==> config.mk <==
export PLATFORM = sky130hd
export DESIGN_NAME = aes_spi_ctrl
export DESIGN_NICKNAME = d
export VERILOG_FILES = /design/src/rtl/aes_spi_pkg.sv /design/src/rtl/aes_spi_ctrl_sync_edge.sv /design/src/rtl/aes_spi_ctrl.sv
export SDC_FILE = /design/constraint.sdc
export NUM_CORES = 1
export LEC_CHECK = 0
export BUFFER_PORTS_ARGS = -buffer_cell sky130_fd_sc_hd__buf_2
export CORE_MARGIN = 2
export CORE_UTILIZATION = 42
export CTS_BUF_LIST = sky130_fd_sc_hd__clkbuf_8
export DETAILED_ROUTE_END_ITERATION = 10
export PLACE_DENSITY = 0.66
export SYNTH_ARGS = -nofsm -noshare
export SYNTH_HDL_FRONTEND = slang
export SYNTH_SLANG_ARGS = --single-unit
==> constraint.sdc <==
create_clock -name clk -period 3.3 [get_ports clk]
set_clock_uncertainty 0.1 [all_clocks]
set_input_delay 0 -clock clk [delete_from_list [all_inputs] [get_ports clk]]
set_output_delay 0 -clock clk [all_outputs]
set_load 0.005 [all_outputs]
==> src/rtl/aes_spi_pkg.sv <==
// Shared types and default constants for the aes_spi_ctrl SPI front end.
// The state enum is used by the top-level controller FSM.
package aes_spi_pkg;

  localparam int DEF_DATA_W         = 128;
  localparam int FRAME_BITS         = 2 * DEF_DATA_W;
  localparam int DEF_SYNC_STAGES    = 2;
  localparam int DEF_TIMEOUT_CYCLES = 64;

  typedef enum logic [1:0] {
    IDLE  = 2'd0,
    RX    = 2'd1,
    RUN   = 2'd2,
    READY = 2'd3
  } state_e;

endpackage

==> src/rtl/aes_spi_ctrl_sync_edge.sv <==
// Multi-flop synchronizer for one asynchronous level, with one-clk rise and
// fall pulses taken from a single extra register after the last stage.
module sync_edge
  import aes_spi_pkg::*;
#(
  parameter int SYNC_STAGES = DEF_SYNC_STAGES
) (
  input  logic clk,
  input  logic reset_n,
  input  logic i_async,
  output logic o_rise,
  output logic o_fall
);

  if (SYNC_STAGES < 2) begin : g_bad_depth
    $error("sync_edge: SYNC_STAGES must be at least 2");
  end

  logic [SYNC_STAGES-1:0] r_sync;
  logic                   r_prev;

  // NOTE: clocked state uses non-blocking assignments so every flop samples the
  // pre-edge value; blocking here would collapse the synchronizer chain.
  always_ff @(posedge clk or negedge reset_n) begin
    if (!reset_n) begin
      r_sync <= '0;
      r_prev <= 1'b0;
    end else begin
      r_sync <= {r_sync[SYNC_STAGES-2:0], i_async};
      r_prev <= r_sync[SYNC_STAGES-1];
    end
  end

  assign o_rise =  r_sync[SYNC_STAGES-1] & ~r_prev;
  assign o_fall = ~r_sync[SYNC_STAGES-1] &  r_prev;

endmodule

==> src/rtl/aes_spi_ctrl.sv <==
// SPI-slave front end for aes_core: receives {plaintext, key}, runs the core and
// returns the cyphertext on sdo. Optional RUN watchdog: define AES_SPI_TIMEOUT_EN.
module aes_spi_ctrl
  import aes_spi_pkg::*;
#(
  parameter int DATA_W         = DEF_DATA_W,
  parameter int SYNC_STAGES    = DEF_SYNC_STAGES,
  parameter int TIMEOUT_CYCLES = DEF_TIMEOUT_CYCLES
) (
  input  logic              clk,
  input  logic              reset_n,
  input  logic              sck,
  input  logic              sdi,
  input  logic              ce,
  output logic              sdo,
  output logic              done_out,
  output logic              err,
  output logic              load_out,
  output logic [DATA_W-1:0] key_out,
  output logic [DATA_W-1:0] plaintext_out,
  input  logic              done_in,
  input  logic [DATA_W-1:0] cyphertext_in
);

  localparam int FR_W  = 2 * DATA_W;
  localparam int CNT_W = $clog2(FR_W + 2);

  if (TIMEOUT_CYCLES < 2) begin : g_bad_timeout
    $error("aes_spi_ctrl: TIMEOUT_CYCLES must be at least 2");
  end

  logic w_sck_rise, w_sck_fall, w_ce_rise, w_ce_fall;
  logic [SYNC_STAGES-1:0] r_sdi_sync;
  logic w_sdi;

  sync_edge #(.SYNC_STAGES(SYNC_STAGES)) u_sck_sync (
    .clk     (clk),
    .reset_n (reset_n),
    .i_async (sck),
    .o_rise  (w_sck_rise),
    .o_fall  (w_sck_fall)
  );

  sync_edge #(.SYNC_STAGES(SYNC_STAGES)) u_ce_sync (
    .clk     (clk),
    .reset_n (reset_n),
    .i_async (ce),
    .o_rise  (w_ce_rise),
    .o_fall  (w_ce_fall)
  );

  // Same depth as the sck path so sdi is sampled aligned with the synced rise.
  always_ff @(posedge clk or negedge reset_n) begin
    if (!reset_n) r_sdi_sync <= '0;
    else          r_sdi_sync <= {r_sdi_sync[SYNC_STAGES-2:0], sdi};
  end
  assign w_sdi = r_sdi_sync[SYNC_STAGES-1];

  state_e            r_state, w_state_nxt;
  logic [FR_W-1:0]   r_shreg, w_shreg_nxt;
  logic [CNT_W-1:0]  r_bit_cnt, w_cnt_nxt;
  logic              w_frame_ok, w_rx_entry, w_timeout;
  logic [DATA_W-1:0] r_tx, r_ct, r_key, r_pt, w_tx_load;
  logic              r_sdo, r_load, r_done;

  // NOTE: every signal written in a combinational block gets a default first;
  // a path that leaves one unassigned would infer a latch.
  always_comb begin
    w_shreg_nxt = r_shreg;
    w_cnt_nxt   = r_bit_cnt;
    if (r_state == RX && w_sck_rise) begin
      w_shreg_nxt = {r_shreg[FR_W-2:0], w_sdi};
      if (r_bit_cnt != CNT_W'(FR_W + 1)) w_cnt_nxt = r_bit_cnt + CNT_W'(1);
    end
    // A shift landing with ce fall is counted before the frame length is judged.
    w_frame_ok = (w_cnt_nxt == CNT_W'(FR_W));
  end

  always_comb begin
    w_state_nxt = r_state;
    unique case (r_state)
      IDLE:    if (w_ce_rise) w_state_nxt = RX;
      RX:      if (w_ce_fall) w_state_nxt = w_frame_ok ? RUN : IDLE;
      RUN: begin
        if (done_in)        w_state_nxt = READY;
        else if (w_timeout) w_state_nxt = IDLE;
      end
      READY:   if (w_ce_rise) w_state_nxt = RX;
      default: w_state_nxt = IDLE;
    endcase
  end

  always_ff @(posedge clk or negedge reset_n) begin
    if (!reset_n) r_state <= IDLE;
    else          r_state <= w_state_nxt;
  end

  assign w_rx_entry = (r_state != RX) && (w_state_nxt == RX);
  assign w_tx_load  = (r_state == READY) ? r_ct : '0;

  always_ff @(posedge clk or negedge reset_n) begin
    if (!reset_n) begin
      r_shreg   <= '0;
      r_bit_cnt <= '0;
      r_key     <= '0;
      r_pt      <= '0;
      r_ct      <= '0;
      r_tx      <= '0;
      r_sdo     <= 1'b0;
      r_load    <= 1'b1;
      r_done    <= 1'b0;
    end else begin
      r_shreg   <= w_shreg_nxt;
      r_bit_cnt <= w_rx_entry ? '0 : w_cnt_nxt;
      if (r_state == RX && w_ce_fall && w_frame_ok) begin
        r_pt  <= w_shreg_nxt[FR_W-1:DATA_W];
        r_key <= w_shreg_nxt[DATA_W-1:0];
      end
      if (r_state == RUN && done_in) r_ct <= cyphertext_in;
      if (w_rx_entry) begin
        r_tx  <= w_tx_load;
        r_sdo <= w_tx_load[DATA_W-1];
      end else if (r_state == RX && w_sck_fall) begin
        r_tx  <= {r_tx[DATA_W-2:0], 1'b0};
        r_sdo <= r_tx[DATA_W-2];
      end
      // Load follows the registered state, so the core is released one clk
      // after the FSM enters RUN.
      r_load <= (r_state == IDLE) || (r_state == RX);
      r_done <= (w_state_nxt == READY);
    end
  end

`ifdef AES_SPI_TIMEOUT_EN
  localparam int TO_W = $clog2(TIMEOUT_CYCLES);
  logic [TO_W-1:0] r_to_cnt;
  logic            r_err;

  always_ff @(posedge clk or negedge reset_n) begin
    if (!reset_n) begin
      r_to_cnt <= '0;
      r_err    <= 1'b0;
    end else begin
      r_to_cnt <= (r_state == RUN) ? r_to_cnt + TO_W'(1) : '0;
      if (w_timeout)      r_err <= 1'b1;
      else if (w_ce_rise) r_err <= 1'b0;
    end
  end

  assign w_timeout = (r_state == RUN) && !done_in &&
                     (r_to_cnt == TO_W'(TIMEOUT_CYCLES - 1));
  assign err       = r_err;
`else
  assign w_timeout = 1'b0;
  assign err       = 1'b0;
`endif

  assign sdo           = r_sdo;
  assign done_out      = r_done;
  assign load_out      = r_load;
  assign key_out       = r_key;
  assign plaintext_out = r_pt;

endmodule
==> run summary <==
max_cap viols -> 0
site row count -> 100
Cell Pwr Density -> 655 nW/µm²
# DRC -> 0
total clock sinks -> 789
RePlAce Congestion -> 0.789
Critical Path Source Type -> register
hpwl dp -> 43.6 mm
hold crit path type -> reg -> reg
chip width -> 278 µm
Cells after Synth -> 2601
clock-pin slew on the worst setup and hold paths -> 0.07 ns
worst-margin pin slew -> 0.986 ns
Post-synth EDFFs -> 0
Required @ worst endpoint -> 3.89 ns
io pins -> 394
Final min period -> 3.08 ns
Mapped Area -> 31500 µm²
first-pass GRT wire length -> 124 mm
endpoints failing hold -> 0
# Post-CTS Setup Buffers -> 0
TritonCTS clock tree -> done
Layout area overhead -> 28.0%
PortBufs -> 392
GRT overflow -> 0
Starting DRT DRC Count -> 1569
Netlist cell types -> 49
die area -> 77300 µm²
Async S/R FF share, synth -> 100%
RSZ-0062 raised after global routing -> no
CP Cell Sequence -> inv_1, ha_1, nor3b_1, a2111oi_0, a2111oi_2, and2_2, buf_12, a22oi_1, nand2_1
vias per cell -> 4.94
ys flop type -> dfrtp_1
drt total wl -> 76.3 mm
dpl ws -> 0.164 ns
Static Leakage -> 21.3 nW
largest net degree at the start of global routing -> 165
vias in the first global route -> 22900
syn nets -> 2742
setup ws final -> 0.217 ns
CTS max path bufs -> 3
Num CTS Buffers -> 134
CTS Root Cell -> clkbuf_8
Final setup viols -> 0
Initial Util -> 42.4%
maximum vdd ir drop -> 0.846 mV
Largest stage delay, worst path -> 0.69 ns
CP Max Fanout -> 87
mean post-synth cell area -> 12.1 µm²
post-DR wirelength/cell -> 17.3 µm
#FFs+latches synth -> 789
Slew Viols, Final -> 0
initial antenna violation count -> 5
drt pass-1 iters -> 8
crit path kind -> reg -> reg
H-tree depth -> 4
Post-layout nets -> 3490
share of cells above drive strength 1 -> 29.6%
CP max-delay cell -> a2111oi_2
core area -> 74400 µm²
ANT nets after route -> 0
Vias -> 21800
Total Routing Usage GR -> 19.9%
yosys warns -> 0
clk_lat worst skew -> 0.76 ns
status -> complete, no violations
height of the die -> 278 µm
Tcrit/Tclk final -> 93.4%
Rel. slew slack -> 34.3%
sequential-to-total area share from yosys stat -> 62.6%
setup TNS -> 0 ns
Filler Cell Count -> 6061
CP endpoint kind -> register
WP data arrival -> 3.68 ns
Fmax achieved -> 0.324 GHz
==> power breakdown <==
part | switching (mW) | internal (mW)
Sequential | 0.876 | 11.1
Clock | 4.10 | 4.63
Combinational | 3.07 | 2.64
==> sequential cells by signal, indices dropped and copies added, names as in the netlist, 2 cells and up <==
| register | cells |
|---|---|
| r_shreg | 256 |
| key_out | 128 |
| plaintext_out | 128 |
| r_ct | 128 |
| r_tx | 127 |
| r_bit_cnt | 9 |
| r_sdi_sync | 2 |
| r_state | 2 |
| u_ce_sync.r_sync | 2 |
| u_sck_sync.r_sync | 2 |
==> worst max-delay path: cells and delay by family (launching register included) <==
kind	cells	cell delay [ns]
AND/OR/NAND/NOR	3	0.64
AO/OA/AOI/OAI	3	0.98
buffers and inverters	2	0.46
flip-flops	1	0.42
adder cells (fa/ha/maj)	1	0.34
==> cell type report <==
type	count	area, µm²	share of cell area (%)
sequential	789	19700	48.9
multi-input combinational	1656	10800	26.8
timing repair buffer	765	5920	14.7
clock buffer	161	2220	5.49
tap	969	1210	3.00
clock inverter	71	449	1.11
inverter	3	11.3	0.0279
antenna	3	7.51	0.0186
==> cells by family (layout without fill, tap and decap cells) <==
| logic type | Yosys count | in the layout | synth area share, % |
|---|---|---|---|
| simple gates | 1072 | 1072 | 13.1 |
| buf+inv | 156 | 1000 | 3.20 |
| fa+ha+maj | 7 | 7 | 0.278 |
| other cells | 1 | 4 | 0.0119 |
| mux | 387 | 387 | 16.7 |
| xor+xnor | 9 | 9 | 0.250 |
| compound gates | 180 | 180 | 3.86 |
| flops | 789 | 789 | 62.6 |
==> through the flow <==
step,total power [mW],cells,cell area (µm²),utilization (%),hold slack (ns)
global placement,16.7,3861,34500,46.3,-0.124
CTS,26.4,4414,40400,54.2,0.243
floorplan,15.2,2601,31500,-,-0.396
finish,26.5,4417,40400,54.2,0.257
detailed placement,16.8,3861,34500,46.3,-0.121
global route,27.9,4417,40400,54.2,0.259
==> cell usage in the layout, fill, tap and decap left out, drive strengths merged, types with 5 or more instances in the layout <==
| cell | instances |
|---|---|
| nand2 | 1030 |
| dfrtp | 788 |
| buf | 445 |
| mux2 | 384 |
| dlygate4sd3 | 320 |
| clkbuf | 161 |
| a22oi | 87 |
| inv | 60 |
| a21oi | 42 |
| a31oi | 40 |
| nor2 | 12 |
| clkinv | 9 |
| ha | 7 |
| xor2 | 5 |
==> synth_stat cells (2+ instances only) <==
cell / instances / area share (%)
a21oi_1: 41 / 0.65
a22oi_1: 87 / 2.1
a31oi_1: 40 / 0.79
and2_1: 3 / 0.060
and3_1: 2 / 0.040
buf_1: 3 / 0.036
buf_12: 20 / 1.3
buf_2: 10 / 0.16
buf_6: 2 / 0.071
buf_8: 6 / 0.29
clkbuf_1: 111 / 1.3
dfrtp_1: 788 / 63
ha_1: 7 / 0.28
inv_1: 3 / 0.036
mux2_1: 16 / 0.57
mux2_2: 128 / 4.6
mux2_4: 240 / 11
mux2i_1: 3 / 0.095
nand2_1: 1030 / 12
nand3_1: 4 / 0.063
nand4_1: 4 / 0.079
nor2_1: 12 / 0.14
nor2b_1: 3 / 0.060
o21a_1: 2 / 0.048
o21ai_0: 3 / 0.048
or2_2: 3 / 0.060
xnor2_1: 4 / 0.11
xor2_1: 5 / 0.14
==> per-layer routing <==
metal,GRT usage [%],up-vias,wire [µm]
met5,0,-,24
met4,7.44,4,1960
met2,31.9,648,37000
met3,4.63,148,3890
li1,-,10100,-
met1,26.4,10900,33400
==> worst paths after layout <==
| check | startpoint | to | slack [ns] | cells past startpoint |
|---|---|---|---|---|
| max | r_state[0] | r_tx[45] | 0.22 | 9 |
| min | u_ce_sync.r_sync[0] | u_ce_sync.r_sync[1] | 0.26 | 0 |
| max reg2reg | r_state[0] | r_tx[45] | 0.22 | 9 |
| min reg2reg | u_ce_sync.r_sync[0] | u_ce_sync.r_sync[1] | 0.26 | 0 |
| max in group asynchronous | reset_n | r_ct[115] | 2.03 | 5 |
| min in group asynchronous | reset_n | key_out[116] | 0.38 | 4 |
==> what timing repair did <==
item | in CTS | in global routing
gates resized for setup | 0 | 1
hold buffers | 321 | 0
setup endpoints to repair | 0 | 7
endpoints found under the hold margin | 921 | 0
No activity file was read; power rests on OpenSTA's default activity.
